## src/rtl/dist_to_disp_if.sv

```systemverilog
// Request/result handshake bundle for dist_to_disp; out_err exists only with DIST2DISP_ERR_EN.
interface dist_to_disp_if #(
  parameter int DIST_W = 12,
  parameter int DISP_W = 6
);
  logic              in_valid;
  logic              in_ready;
  logic [DIST_W-1:0] in_dist;
  logic              out_valid;
  logic              out_ready;
  logic [DISP_W-1:0] out_disp;
`ifdef DIST2DISP_ERR_EN
  logic [DIST_W-1:0] out_err;

  modport master (
    output in_valid, in_dist, out_ready,
    input  in_ready, out_valid, out_disp, out_err
  );
  modport slave (
    input  in_valid, in_dist, out_ready,
    output in_ready, out_valid, out_disp, out_err
  );
`else
  modport master (
    output in_valid, in_dist, out_ready,
    input  in_ready, out_valid, out_disp
  );
  modport slave (
    input  in_valid, in_dist, out_ready,
    output in_ready, out_valid, out_disp
  );
`endif
endinterface

```

## src/rtl/dist_to_disp.sv

```systemverilog
// Distance -> nearest disparity by linear search, one candidate per clock; result held until out_ready,
// no new request while busy or holding. DIST2DISP_ERR_EN adds the out_err residual output.
module dist_to_disp #(
  parameter int DIST_W   = 12,
  parameter int DISP_W   = 6,
  parameter int MAX_DISP = 63
) (
  input  logic          clk,
  input  logic          rst_n,
  dist_to_disp_if.slave bus
);

  typedef enum logic [1:0] {
    IDLE   = 2'd0,
    SEARCH = 2'd1,
    DONE   = 2'd2
  } state_t;

  state_t            state, state_nxt;
  logic [DISP_W-1:0] cand, cand_nxt;
  logic [DISP_W-1:0] best_disp, best_disp_nxt;
  logic [DISP_W-1:0] disp_q;
  logic [DIST_W-1:0] target, target_nxt;
  logic [DIST_W-1:0] best_err, best_err_nxt;
  logic [DIST_W-1:0] cand_dist, cur_err;
  logic              search_end;
  logic              load_out;

  // Fixed disparity->distance table; entry 0 is the invalid disparity.
  function automatic logic [DIST_W-1:0] table_dist(input logic [DISP_W-1:0] d);
    int unsigned di;
    int unsigned r;
    di = 32'(d);
    if (di == 0)       r = 0;
    else if (di <= 42) r = 100 - di;
    else if (di <= 57) r = 99 - di;
    else if (di <= 60) r = 100 - di;
    else               r = 101 - di;
    return DIST_W'(r);
  endfunction

  assign cand_dist  = table_dist(cand);
  assign cur_err    = (cand_dist > target) ? (cand_dist - target) : (target - cand_dist);
  assign search_end = (cur_err == '0) || (cand == DISP_W'(MAX_DISP));

  always_ff @(posedge clk or negedge rst_n) begin
    if (!rst_n) begin
      state     <= IDLE;
      cand      <= '0;
      target    <= '0;
      best_disp <= '0;
      best_err  <= '0;
      disp_q    <= '0;
    end else begin
      state     <= state_nxt;
      cand      <= cand_nxt;
      target    <= target_nxt;
      best_disp <= best_disp_nxt;
      best_err  <= best_err_nxt;
      if (load_out) disp_q <= best_disp_nxt;
    end
  end

  always_comb begin
    state_nxt     = state;
    cand_nxt      = cand;
    target_nxt    = target;
    best_disp_nxt = best_disp;
    best_err_nxt  = best_err;
    load_out      = 1'b0;
    case (state)
      IDLE: begin
        if (bus.in_valid) begin
          target_nxt    = bus.in_dist;
          best_disp_nxt = '0;
          if (bus.in_dist == '0) begin
            best_err_nxt = '0;
            load_out     = 1'b1;
            state_nxt    = DONE;
          end else begin
            best_err_nxt = '1;
            cand_nxt     = DISP_W'(1);
            state_nxt    = SEARCH;
          end
        end
      end
      SEARCH: begin
        // Strict compare: on a tie the earlier (smaller) disparity wins.
        if (cur_err < best_err) begin
          best_err_nxt  = cur_err;
          best_disp_nxt = cand;
        end
        if (search_end) begin
          load_out  = 1'b1;
          state_nxt = DONE;
        end else begin
          cand_nxt = cand + DISP_W'(1);
        end
      end
      DONE: begin
        if (bus.out_ready) state_nxt = IDLE;
      end
      default: state_nxt = IDLE;
    endcase
  end

  assign bus.in_ready  = (state == IDLE);
  assign bus.out_valid = (state == DONE);
  assign bus.out_disp  = disp_q;

`ifdef DIST2DISP_ERR_EN
  logic [DIST_W-1:0] err_q;

  always_ff @(posedge clk or negedge rst_n) begin
    if (!rst_n)                            err_q <= '0;
    else if (load_out)                     err_q <= best_err_nxt;
    else if (state == DONE && bus.out_ready) err_q <= '0;
  end

  assign bus.out_err = err_q;
`endif

endmodule

```

## src/flat_wrapper.sv

```systemverilog
// flat-port wrapper written by rule: the top's interface ports become plain ports
module dist_to_disp_flat 
#(
  parameter int DIST_W   = 12,
  parameter int DISP_W   = 6,
  parameter int MAX_DISP = 63
)
  (clk, rst_n, bus_in_valid, bus_in_dist, bus_out_ready, bus_in_ready, bus_out_valid, bus_out_disp);
  dist_to_disp_if #(.DIST_W(DIST_W), .DISP_W(DISP_W)) bus_i ();
  input  logic clk;
  input  logic rst_n;
  input wire logic [$bits(bus_i.in_valid)-1:0] bus_in_valid;
  input wire logic [$bits(bus_i.in_dist)-1:0] bus_in_dist;
  input wire logic [$bits(bus_i.out_ready)-1:0] bus_out_ready;
  output wire logic [$bits(bus_i.in_ready)-1:0] bus_in_ready;
  output wire logic [$bits(bus_i.out_valid)-1:0] bus_out_valid;
  output wire logic [$bits(bus_i.out_disp)-1:0] bus_out_disp;
  assign bus_i.in_valid = bus_in_valid;
  assign bus_i.in_dist = bus_in_dist;
  assign bus_i.out_ready = bus_out_ready;
  assign bus_in_ready = bus_i.in_ready;
  assign bus_out_valid = bus_i.out_valid;
  assign bus_out_disp = bus_i.out_disp;
  dist_to_disp #(.DIST_W(DIST_W), .DISP_W(DISP_W), .MAX_DISP(MAX_DISP)) u_core (.clk(clk), .rst_n(rst_n), .bus(bus_i));
endmodule
```

## config.mk

```make
export PLATFORM = sky130hd
export DESIGN_NAME = dist_to_disp_flat
export DESIGN_NICKNAME = d
export VERILOG_FILES = /design/src/rtl/dist_to_disp_if.sv /design/src/rtl/dist_to_disp.sv /design/src/flat_wrapper.sv
export SDC_FILE = /design/constraint.sdc
export NUM_CORES = 1
export LEC_CHECK = 0
export BUFFER_PORTS_ARGS = -buffer_cell sky130_fd_sc_hd__buf_2
export CORE_ASPECT_RATIO = 0.6
export CORE_MARGIN = 2
export CORE_UTILIZATION = 55
export CTS_CLUSTER_SIZE = 8
export DETAILED_ROUTE_END_ITERATION = 6
export MAX_ROUTING_LAYER = met4
export PLACE_DENSITY = 0.85
export SETUP_SLACK_MARGIN = 0.4
export SYNTH_ARGS = -nofsm -noshare
export SYNTH_HDL_FRONTEND = slang
export SYNTH_SLANG_ARGS = --single-unit
export TNS_END_PERCENT = 10
```

## constraint.sdc

```tcl
create_clock -name clk -period 5.7 [get_ports clk]
set_input_delay 0.855 -clock clk [delete_from_list [all_inputs] [get_ports clk]]
set_output_delay 0.855 -clock clk [all_outputs]
set_load 0.05 [all_outputs]
```

==> summary by stage, run 1 <==
Outcome
The run finished with clean final reports.

STA
The max-slew violation count was 0. The relative slew slack is roughly 33%. Setup repair after global routing could not meet its margin everywhere.

For this run, the top clock speed supported by timing is about 0.18 GHz. At the pin with the least slew margin, the transition time is roughly 1 ns. The final setup skew is roughly 0.0053 ns. The part of the cycle the worst path needs is between 90% and 100%.

The number of failing hold endpoints at the final stage is 0. The final period demand of the worst path is 5.50 ns. The setup-violating endpoint count in the final report is 0.

Drt
For this block, the routed nets add up to ~10 mm of wire. The remaining number of nets flagged by the antenna check after routing is 0. The first TritonRoute pass finished after 5 iterations.

For this block, the initial DRC count from the detailed router was roughly 320. The routed wirelength normalized by instance count is between 15 and 20 um. For this block, the via count after detailed routing is 3394. The post-detailed-route DRC marker count is 0.

After detailed routing, the number of vias per cell comes to between 6 and 7.

Floorplan
The die footprint is roughly 7000 um2. 24 I/O pins were placed. The initial cell density of the core is 57.8%. The height of the chip is about 67 um. The region available for standard cell placement spans 6190 um2. The die extent in x is between 100 and 150 um.

The number of core rows is 22.

Cells and area
The most common cell after layout, fill and taps aside is sky130_fd_sc_hd__nand2_1. The number of cells in the finished layout apart from fillers is about 560. The growth of design area from synthesis to finish is 25.5%.

In the layout the commonest cells are sky130_fd_sc_hd__nand2_1 (55), sky130_fd_sc_hd__buf_4 (42), sky130_fd_sc_hd__dfrtp_1 (41), sky130_fd_sc_hd__inv_1 (37), sky130_fd_sc_hd__o21ai_0 (35). The antenna diode instance count is 0. The post-route netlist has between 30% and 40% of its cells at a drive strength greater than 1. In the final design database the tool counted 530 nets.

Min path
The startpoint identified for the worst hold timing path is u_core.best_err[5]. The path category of the worst min-delay check is flop to flop.

Critical path
The setup check on the worst reg-to-reg path leaves a slack of 0.20 ns. Grouping stages by cell kind, the critical path spends the most delay in compound AO/OA/AOI/OAI gates. The kind of start point of the critical path is a flop. In this run the worst path has a maximum fanout of 9. The critical path starts at u_core.cand[2]. Data on the critical path arrives at its endpoint at about 5.7 ns. The slowest cell on the critical path is sky130_fd_sc_hd__dfrtp_2. The number of buffers and inverters on the critical path is 4. For the worst setup path, the data required time is 5.89 ns. The critical path in this run is classified as flop to flop. For this run, the slowest stage of the critical path takes 0.46 ns. STA classifies the critical path endpoint as a flop. The worst register-to-register path begins at u_core.cand[2].

Global routing
The total overflow left after global routing is 0. Global routing used between 30 and 40% of the available tracks. Entering global routing, the biggest net connects 45 pins. The number of global-route vias before repair is 3207. The first global-routing pass estimated around 16 mm of wire.

The number of antenna violations at the first check in global routing came to 0.

Clocking
TritonCTS built the clock tree. Buffers inserted during clock tree synthesis total 5. Counting along the longest clock path gives a buffer depth of 2. The maximum level of the CTS H-tree is 2. The tree is rooted in a sky130_fd_sc_hd__clkbuf_8. The clock slew at the register clock pins of the worst setup and hold paths is roughly 0.090 ns. In this run, post-CTS hold repair placed 0 buffers. The latest clock arrival within the worst-skew pair is ~0.30 ns. The clock sink total is 44.

Synthesis
Of the synthesized area, sequential elements account for a little under a third. After technology mapping, the gate count stands at around 420. The average instance in the mapped netlist occupies around 8.5 um2.

The number of flops mapped to enable cells by yosys is 0. The count of yosys warnings during synthesis is 0. The net count after synthesis is between 400 and 500. After synthesis, the netlist uses 53 different library cells. For this run, the leading register cell type out of synthesis is sky130_fd_sc_hd__dfrtp_1. After synthesis the cells add up to about 3600 um2. The fraction of synthesis flops using an asynchronous set or reset pin is 100%. Synthesis inferred between 40 and 50 register bits.

Job
The count of maximum capacitance violations is 0.

Place
The HPWL after detailed placement is 6.88 mm. The final weighted congestion of routability-driven global placement is between 0.9 and 1. In this run the tool buffered the top-level ports with 23 buffer cells.

After detailed placement, the design holds a cell count of approximately 530.
==> worst register-to-register path: stages (launching register included) <==
cell,delay (ns)
sky130_fd_sc_hd__dfrtp_2,0.46
sky130_fd_sc_hd__inv_2,0.10
sky130_fd_sc_hd__ha_4,0.19
sky130_fd_sc_hd__a21oi_2,0.07
sky130_fd_sc_hd__a21oi_2,0.14
sky130_fd_sc_hd__nor2_2,0.07
sky130_fd_sc_hd__or3_1,0.34
sky130_fd_sc_hd__a2111o_1,0.42
sky130_fd_sc_hd__o211ai_1,0.13
sky130_fd_sc_hd__inv_1,0.11
sky130_fd_sc_hd__ha_4,0.32
sky130_fd_sc_hd__nand3_4,0.10
sky130_fd_sc_hd__o211a_4,0.27
sky130_fd_sc_hd__a211oi_4,0.34
sky130_fd_sc_hd__buf_4,0.18
sky130_fd_sc_hd__mux2_4,0.32
sky130_fd_sc_hd__ha_4,0.27
sky130_fd_sc_hd__a21boi_2,0.17
sky130_fd_sc_hd__o21ai_1,0.10
sky130_fd_sc_hd__nand2b_1,0.10
sky130_fd_sc_hd__a21oi_2,0.06
sky130_fd_sc_hd__o21ai_2,0.21
sky130_fd_sc_hd__a31oi_4,0.14
sky130_fd_sc_hd__buf_4,0.18
sky130_fd_sc_hd__a221o_1,0.33
sky130_fd_sc_hd__mux2_4,0.26
==> cells by family after synthesis <==
| group | Yosys count | synth area share [%] |
|---|---|---|
| XOR/XNOR | 15 | 3.67 |
| flip-flops | 44 | 30.7 |
| AND/OR/NAND/NOR | 136 | 18.5 |
| adder cells (fa/ha/maj) | 38 | 13.7 |
| multiplexers | 17 | 6.39 |
| AO/OA/AOI/OAI | 111 | 20.0 |
| buffers and inverters | 61 | 6.95 |
==> final cells by class <==
cell class	instances	area [um2]
Clock inverter	2	15.0
Multi-Input combinational cell	317	2580
Clock buffer	6	82.6
Fill cell	439	1700
Timing Repair Buffer	67	453
Sequential cell	44	1100
Tap cell	84	105
Inverter	41	154
==> state kept, by name (all words and copies together), names as in the netlist <==
signal	flops
u_core.best_err	12
u_core.target	12
u_core.best_disp	6
u_core.bus.out_disp	6
u_core.cand	6
u_core.state	2
==> worst paths after layout <==
path	cells past startpoint	endpoint
worst max-delay path	25	u_core.bus.out_disp[5]
worst min-delay path	2	u_core.best_err[5]
worst max register to register	25	u_core.bus.out_disp[5]
worst min register to register	2	u_core.best_err[5]
max in group asynchronous	1	u_core.cand[3]
min in group asynchronous	1	u_core.best_err[0]
==> synthesized netlist by cell type, types with 3 or more instances <==
master,instances,area [um2]
sky130_fd_sc_hd__nor2b_1,4,25.0
sky130_fd_sc_hd__nor4_1,3,18.8
sky130_fd_sc_hd__inv_1,41,154
sky130_fd_sc_hd__o21ai_0,39,195
sky130_fd_sc_hd__a21o_1,9,67.6
sky130_fd_sc_hd__ha_1,36,450
sky130_fd_sc_hd__mux2_4,8,120
sky130_fd_sc_hd__or2_2,3,18.8
sky130_fd_sc_hd__mux2_2,5,56.3
sky130_fd_sc_hd__a31oi_1,4,25.0
sky130_fd_sc_hd__buf_2,3,15.0
sky130_fd_sc_hd__nand4_1,4,25.0
sky130_fd_sc_hd__and4_1,3,26.3
sky130_fd_sc_hd__xnor2_1,12,105
sky130_fd_sc_hd__clkbuf_1,13,48.8
sky130_fd_sc_hd__xor2_1,3,26.3
sky130_fd_sc_hd__mux2i_1,3,30.0
sky130_fd_sc_hd__nor3_1,5,25.0
sky130_fd_sc_hd__dfrtp_1,44,1100
sky130_fd_sc_hd__nor4_2,3,37.5
sky130_fd_sc_hd__a211oi_1,10,75.1
sky130_fd_sc_hd__nand2b_1,4,25.0
sky130_fd_sc_hd__a21oi_1,24,120
sky130_fd_sc_hd__a221o_1,3,30.0
sky130_fd_sc_hd__nor2_1,23,86.3
sky130_fd_sc_hd__nand2_1,55,206
sky130_fd_sc_hd__o211ai_1,7,52.6
sky130_fd_sc_hd__nand3_1,18,90.1
==> per-stage QoR <==
stage / hold slack (ns) / TNS [ns] / setup WS (ns) / instance area, um2 / utilization (%)
3_5_place_dp: 0.471 / -5.03 / -0.326 / 3930 / 63.5
3_3_place_gp: 0.460 / -1.81 / -0.155 / 3930 / 63.5
4_1_cts: 0.490 / 0 / 0.328 / 4290 / 69.3
6_report: 0.490 / 0 / 0.199 / 4500 / 72.6
5_1_grt: 0.529 / 0 / 0.0395 / 4500 / 72.6
2_1_floorplan: 0.444 / 0 / 0.404 / 3680 / -
==> metal layers <==
layer	wire length [um]	vias up	part of all wire [%]	track usage (%)
met5	0	-	0	-
met1	4700	1587	45	43.2
met3	834	34	8.1	5.97
li1	-	1586	-	-
met2	4530	187	44	44.2
met4	257	0	2.5	5.93
==> repair_timing <==
item,4_1_cts,5_1_grt
endpoints found under the setup margin,25,30
buffers inserted,18,6
pin swaps,23,32
gates resized for setup,33,31
endpoints found under the hold margin,0,0
Power of run 1 is left out: the tool's default activity adds up to more than one toggle a clock period on the data nets, which glitch-free logic cannot reach.
==> inputs of run 2 (changes only) <==
ABC_AREA = 1   (was unset)
PLACE_DENSITY = 0.76   (was 0.85)
==> run 2 against run 1 <==
Sequential cell count stayed put. Synthesized area is 8.1% higher. Clock skew is 0.00090 ns higher. Wire length is 6.5% lower. Die area is 7.7% higher. Synthesized cell count is 40% higher. Sequential share of layout area is 1.0 points higher.
==> summary by stage, run 2 <==
Outcome
The flow ran to the end, and the final reports show no timing, DRC or antenna violations.

STA
The relative slew slack is 31.3% (-1.8 points). The setup-violating endpoint count in the final report is 0 (unchanged). The max-slew violation count is 0 (unchanged). The number of failing hold endpoints at the final stage is 0 (unchanged). The actual transition at the worst max-transition pin is 1.03 ns (+0.0277 ns).

The final sum of negative setup slack was 0 ns (unchanged). The final period demand of the worst path is 4.92 ns (-0.577 ns). Setup repair after global routing left no endpoint under its margin. The part of the cycle the worst path needs is 86.4% (-10 points).

The final-layout worst hold slack is 0.505 ns (+0.0148 ns). The final setup skew came to 0.00624 ns (+0.000896 ns). The highest attainable clock frequency came to 0.203 GHz (+12%).

Critical path
The data arrival time of the worst path was 5.14 ns (-0.55 ns). The required time of the worst setup path was 5.91 ns (+0.02 ns). The critical path endpoint category is a flop.

The worst setup path is launched from a flop. The most repeated library cell on the critical path is sky130_fd_sc_hd__nand2_1. The maximum fanout along the worst path is 20 (+11).

The slowest stage of the critical path belongs to the cell sky130_fd_sc_hd__dfrtp_2. The peak per-stage delay on the critical path was 0.46 ns (about the same). The critical setup path kind is flop to flop.

Clocking
The clock slew at the register clock pins of the worst setup and hold paths is 0.07 ns (-0.02 ns). TritonCTS built the clock tree. The clock sink total is 44 (unchanged). The clock root buffer is sky130_fd_sc_hd__clkbuf_16.

The latest clock arrival within the worst-skew pair is 0.30 ns (about the same). The number of buffers created by CTS is 5 (unchanged). The maximum buffer depth of the clock tree is 2 (unchanged). The maximum level of the CTS H-tree came to 2 (unchanged).

Synthesis
The part of the Yosys area used for sequential elements is 28.4% (-2.3 points). The multiplexer share of the synthesized area was 0% (-6.4 points). The unique cell type count in the Yosys netlist is 32 (-40%). The synthesized-area fraction occupied by adder cells was 12.7% (-1.0 points).

The synthesized-area fraction occupied by ao, oa, aoi and oai cells is 12.5% (-7.5 points). The commonest cells after synthesis are sky130_fd_sc_hd__nand2_1 (161), sky130_fd_sc_hd__inv_1 (100), sky130_fd_sc_hd__o21ai_0 (52), sky130_fd_sc_hd__nand3_1 (51), sky130_fd_sc_hd__dfrtp_1 (44). The largest area contributor in the netlist is sky130_fd_sc_hd__dfrtp_1. The gate count after technology mapping is 589 (+40%). The summed instance area of the synthesized netlist is 3870 um2 (+8.1%).

The area share of and/or/nand/nor cells after synthesis is 31.4% (+13 points). After synthesis, the largest family of logic cells by area is simple AND/OR/NAND/NOR gates. The top-area cell type share of the netlist area is 28.4% (-2.3 points). The post-synthesis area per instance was 6.57 um2 (-23%).

Among all cell types in the netlist, the one instantiated most often is sky130_fd_sc_hd__nand2_1. The count of yosys warnings during synthesis is 0 (unchanged). The net count after synthesis is 643 (+35%). The number of flops mapped to enable cells by yosys was 0 (unchanged).

Ranked by total cell area, the synthesized netlist is headed by sky130_fd_sc_hd__dfrtp_1 (28%), sky130_fd_sc_hd__nand2_1 (16%), sky130_fd_sc_hd__ha_1 (12%), sky130_fd_sc_hd__inv_1 (9.7%), sky130_fd_sc_hd__o21ai_0 (6.7%). The synthesis-stage register bit count is 44 (unchanged). The most common flop cell mapped by yosys is sky130_fd_sc_hd__dfrtp_1. The fraction of synthesis flops using an asynchronous set or reset pin came to 100% (unchanged).

The fraction of synthesized cell area in xor and xnor cells was 2.71% (-0.95 points).

Min path
The worst hold path belongs to the class flop to flop.

Floorplan
The I/O pin count is 24 (unchanged). The die extent in x is 112 um (+3.8%). The height of the chip came to 69.0 um (+3.7%). The die footprint was 7750 um2 (+7.7%). The initial cell density of the core is 57.5% (-0.33 points). The number of core rows is 23 (+4.5%). The core footprint was 6730 um2 (+8.7%).

Job
The count of maximum capacitance violations is 0 (unchanged).

Cells and area
The antenna diode instance count is 0 (unchanged). Leaving out fill and tap cells, the most frequent cells in the layout are sky130_fd_sc_hd__nand2_1 (160), sky130_fd_sc_hd__inv_1 (99), sky130_fd_sc_hd__o21ai_0 (52), sky130_fd_sc_hd__nand3_1 (51). The finished layout cell area is 4330 um2 (-3.8%). The growth of design area from synthesis to finish is 11.7%.

The net count of the finished layout is 669 (+26%). The fraction of layout instances using a drive strength above 1 is 12.3% (-20 points). The library cell used most frequently in the layout, excluding fill and tap cells, is sky130_fd_sc_hd__nand2_1. The number of filler instances in the final layout was 626 (+43%). The largest registers in the layout are u_core.best_err (12), u_core.target (12).

Place
The post-placement cell area was 4040 um2 (+2.7%). The count of buffers from port buffering is 23 (unchanged). The final weighted congestion of routability-driven global placement is 1.00 (+0.27%). The placed wire-length estimate after detailed placement came to 7.35 mm (+6.8%).

Drt
The remaining number of nets flagged by the antenna check after routing is 0 (unchanged). The routed wirelength normalized by instance count was 13.7 um (-25%). The total routed wirelength is 9.65 mm (-6.5%). The via density per instance came to 5.35 (-12%).

The post-detailed-route DRC marker count is 0 (unchanged). The count of TritonRoute iterations in the first routing pass was 5 (unchanged). The overall via count from detail_route is 3761 (+11%). The first-iteration detailed-routing DRC count is 213 (-34%).

Global routing
The largest net degree at the start of global routing was 45 (unchanged). The global-route total usage across every layer came to 27.2% (-2.8 points). The number of global-route vias before repair is 3384 (+5.5%). The wire length of the first global-routing pass is 16.2 mm (-0.47%). The number of antenna violations at the first check in global routing is 0 (unchanged). The total congestion overflow after global routing was 0 (unchanged).
run 2: logic make-up after synthesis:
family                   Yosys count
AND/OR/NAND/NOR                  283
buffers and inverters            122
flip-flops                        44
AO/OA/AOI/OAI                     90
XOR/XNOR                          12
adder cells (fa/ha/maj)           38
run 2: final timing paths:
path | end | cells after the start | slack (ns) | startpoint
hold reg to reg | u_core.bus.out_disp[3] | 2 | 0.51 | u_core.bus.out_disp[3]
setup reg to reg | u_core.best_err[9] | 35 | 0.78 | u_core.cand[1]
max in group asynchronous | u_core.cand[1] | 1 | 4.26 | rst_n
setup / recovery | u_core.best_err[9] | 35 | 0.78 | u_core.cand[1]
hold / removal | u_core.bus.out_disp[3] | 2 | 0.51 | u_core.bus.out_disp[3]
min in group asynchronous | u_core.cand[4] | 1 | 0.73 | rst_n
run 2: through the flow:
stage               worst slack [ns]  util, %  std cells
floorplan                       1.12        -        589
global placement               0.510     59.9        687
detailed placement             0.365     59.9        687
CTS                            0.445     62.5        695
global route                   0.389     64.2        703
finish                         0.776     64.2        703
run 2: critical path, delay by kind of cell, from the launching register on:
| kind | cells | cell delay, ns |
|---|---|---|
| AOI/OAI and AO/OA | 6 | 0.86 |
| buffers and inverters | 8 | 0.85 |
| and+or+nand+nor | 18 | 1.72 |
| adders and majority gates | 3 | 0.93 |
| DFF | 1 | 0.46 |
run 2: final cells by class:
type	instances	area, um2	share of cell area [%]
Clock buffer	5	125	2.89
Clock inverter	3	46.3	1.07
Inverter	109	409	9.46
Multi-Input combinational cell	423	2340	54.2
Sequential cell	44	1110	25.6
Tap cell	87	109	2.52
Timing Repair Buffer	32	186	4.31
run 2: timing repair:
| action | in CTS | in global routing |
|---|---|---|
| resized for setup | 1 | 17 |
| setup buffers | 0 | 8 |
| endpoints found under the setup margin | 4 | 24 |
| gates cloned | 0 | 0 |
| hold buffers | 0 | 0 |
run 2: per-layer routing:
metal  wire, um  share of wire [%]  GRT usage (%)
met4         89               0.92           6.40
met3        621                6.4           3.76
met2       4050                 42           42.4
met1       4890                 51           38.2
met5          0                  0              -
Power of run 2 is left out for the same reason.
==> inputs of run 3 (changes only) <==
CORE_MARGIN = unset   (was 2)
PLACE_DENSITY = 0.77   (was 0.76)
==> run 3 against run 2 <==
Sequential cell count did not move. Setup slack worse by 0.058 ns. Wire length increased by 2.4%. Critical path type unchanged. Clock skew grew 0.0020 ns. Via count rose by 0.72%. Utilization up 0.65 points. Non-clock buffer count increased by 3.
==> summary by stage, run 3 (synthesis gave the netlist of run 2 again) <==
Outcome
The flow ran to the end, and the final reports show no timing, DRC or antenna violations.

STA
The final setup skew is 0.00822 ns (+0.00198 ns). The max-slew violation count is 0 (unchanged). The highest attainable clock frequency came to 0.201 GHz (-1.2%). Setup repair after global routing left no endpoint under its margin.

The setup-violating endpoint count in the final report was 0 (unchanged). The relative slew slack came to 33.3% (+2.0 points). The final sum of negative setup slack was 0 ns (unchanged). The final period demand of the worst path is 4.98 ns (+0.0583 ns). The actual transition at the worst max-transition pin is 1.00 ns (-0.0300 ns). The part of the cycle the worst path needs came to 87.4% (+1.0 points). The number of failing hold endpoints at the final stage came to 0 (unchanged).

Clocking
The maximum buffer depth of the clock tree was 2 (unchanged). The clock tree from TritonCTS is yes. The cell sitting at the root of the clock tree is a sky130_fd_sc_hd__clkbuf_16. The latest clock arrival within the worst-skew pair is 0.29 ns (about the same).

The maximum level of the CTS H-tree came to 2 (unchanged). The clock sink total came to 44 (unchanged). The post-cts hold buffer count was 0 (unchanged).

The clock slew at the register clock pins of the worst setup and hold paths is 0.07 ns (about the same). The number of buffers created by CTS was 5 (unchanged).

Critical path
The cell class contributing the biggest share of worst-path delay is simple AND/OR/NAND/NOR gates. The most numerous cell type found on the critical path is sky130_fd_sc_hd__nand2_1. The reg-to-reg startpoint is u_core.cand[1].

The maximum fanout along the worst path is 11 (-45%). The data arrival time of the worst path is 5.22 ns (+0.08 ns). The critical setup path kind is flop to flop. The kind of start point of the critical path is a flop. The required time of the worst setup path is 5.93 ns (+0.02 ns). The most critical setup path has its endpoint at u_core.bus.out_disp[5]. The slowest stage of the critical path is the sky130_fd_sc_hd__dfrtp_2 cell. The peak per-stage delay on the critical path came to 0.44 ns (-0.02 ns). The number of buffers and inverters on the critical path is 7 (-1). The path length in cells of the critical path is 36 (+2.9%). The critical path endpoint category is a flop. The most critical setup path has its startpoint at u_core.cand[1].

The cell depth of the worst flop-to-flop path is 36 (+2.9%). The capture instance of the worst register-to-register path is u_core.bus.out_disp[5]. The minimum setup slack among reg-to-reg paths is 0.72 ns (-0.06 ns).

Place
The count of buffers from port buffering is 23 (unchanged). The final weighted congestion of routability-driven global placement was 0.973 (-2.8%). The placed wire-length estimate after detailed placement came to 7.14 mm (-2.8%).

The number of placed instances, taps included is 687 (unchanged).

Floorplan
The initial cell density of the core came to 57.5% (unchanged). The number of core rows came to 23 (unchanged). The core footprint came to 6730 um2 (unchanged).

The die footprint came to 7390 um2 (-4.6%). The die extent in x is 110 um (-1.8%). The height of the chip is 67.0 um (-2.9%).

The I/O pin count is 24 (unchanged).

Drt
The remaining number of nets flagged by the antenna check after routing is 0 (unchanged). The via density per instance came to 5.36 (+0.15%). The post-detailed-route DRC marker count is 0 (unchanged). The total routed wirelength is 9.88 mm (+2.4%). The routed wirelength normalized by instance count is 14.0 um (+1.8%). The first-iteration detailed-routing DRC count is 293 (+38%).

The overall via count from detail_route is 3788 (+0.72%). The count of TritonRoute iterations in the first routing pass came to 5 (unchanged).

Global routing
The number of global-route vias before repair came to 3391 (+0.21%). The total congestion overflow after global routing is 0 (unchanged). The largest net degree at the start of global routing is 45 (unchanged). The global-route total usage across every layer is 29.4% (+2.1 points).

The number of antenna violations at the first check in global routing is 0 (unchanged). The wire length of the first global-routing pass is 16.0 mm (-1.0%).

Cells and area
The number of filler instances in the final layout is 623 (-0.48%). The post-route core utilization came to 64.9% (+0.65 points). In the final layout, the registers with the most flip-flops are u_core.best_err (12), u_core.target (12). The number of cells in the finished layout apart from fillers was 707 (+0.57%).

The sequential standard cell area came to 1110 um2 (unchanged). The growth of design area from synthesis to finish is 12.8%. The antenna diode instance count is 0 (unchanged). The fraction of layout instances using a drive strength above 1 is 13.9% (+1.5 points).

In the layout the commonest cells are sky130_fd_sc_hd__nand2_1 (161), sky130_fd_sc_hd__inv_1 (98), sky130_fd_sc_hd__nand3_1 (51), sky130_fd_sc_hd__o21ai_0 (51), sky130_fd_sc_hd__dfrtp_1 (39). The area of the multi-input gates is 2360 um2 (+0.75%). The net count of the finished layout is 673 (+0.60%).

The most common cell after layout, fill and taps aside is sky130_fd_sc_hd__nand2_1.

Job
The count of maximum capacitance violations came to 0 (unchanged).

Min path
The worst hold path begins at u_core.bus.out_disp[4]. The path category of the worst min-delay check is flop to flop.
[run 3: final cells by class]
| type | count | area share [%] |
|---|---|---|
| timing repair buffer | 35 | 4.78 |
| clock buffer | 5 | 2.86 |
| multi-input combinational | 424 | 54.0 |
| sequential | 44 | 25.3 |
| inverter | 109 | 9.45 |
| clock inverter | 3 | 1.06 |
| tap | 87 | 2.49 |
[run 3: tightest hold or removal path: stages (launching register included)]
cell                      delay (ns)
sky130_fd_sc_hd__dfrtp_1        0.35
sky130_fd_sc_hd__nand3_1        0.07
sky130_fd_sc_hd__nand2_1        0.06
[run 3: repair_timing]
item | CTS | global route
setup endpoints to repair | 0 | 24
resized for setup | 0 | 25
setup buffers | 0 | 11
[run 3: how the worst min path moves through the flow]
| stage | endpoint | slack (ns) | cells past startpoint |
|---|---|---|---|
| 5_1_grt | u_core.bus.out_disp[2] | 0.54 | 2 |
| 4_1_cts | u_core.bus.out_disp[1] | 0.51 | 2 |
| 3_3_place_gp | u_core.bus.out_disp[2] | 0.49 | 2 |
| 3_5_place_dp | u_core.bus.out_disp[5] | 0.49 | 2 |
| 6_report | u_core.bus.out_disp[4] | 0.51 | 2 |
| 2_1_floorplan | u_core.target[0] | 0.48 | 2 |
[run 3: metrics by stage]
stage | worst slack [ns] | hold slack [ns] | cell area (um2)
floorplan | 1.12 | 0.481 | 3870
global placement | 0.730 | 0.491 | 4040
detailed placement | 0.535 | 0.494 | 4040
CTS | 0.501 | 0.512 | 4210
global route | 0.211 | 0.541 | 4370
finish | 0.718 | 0.512 | 4370
[run 3: layer usage]
layer	vias up	track usage, %	part of all wire [%]
li1	1921	-	-
met1	1748	42.1	49
met2	108	43.3	42
met3	11	4.50	7.2
met4	0	6.74	1.5
met5	-	-	0
Power of run 3 is left out for the same reason.
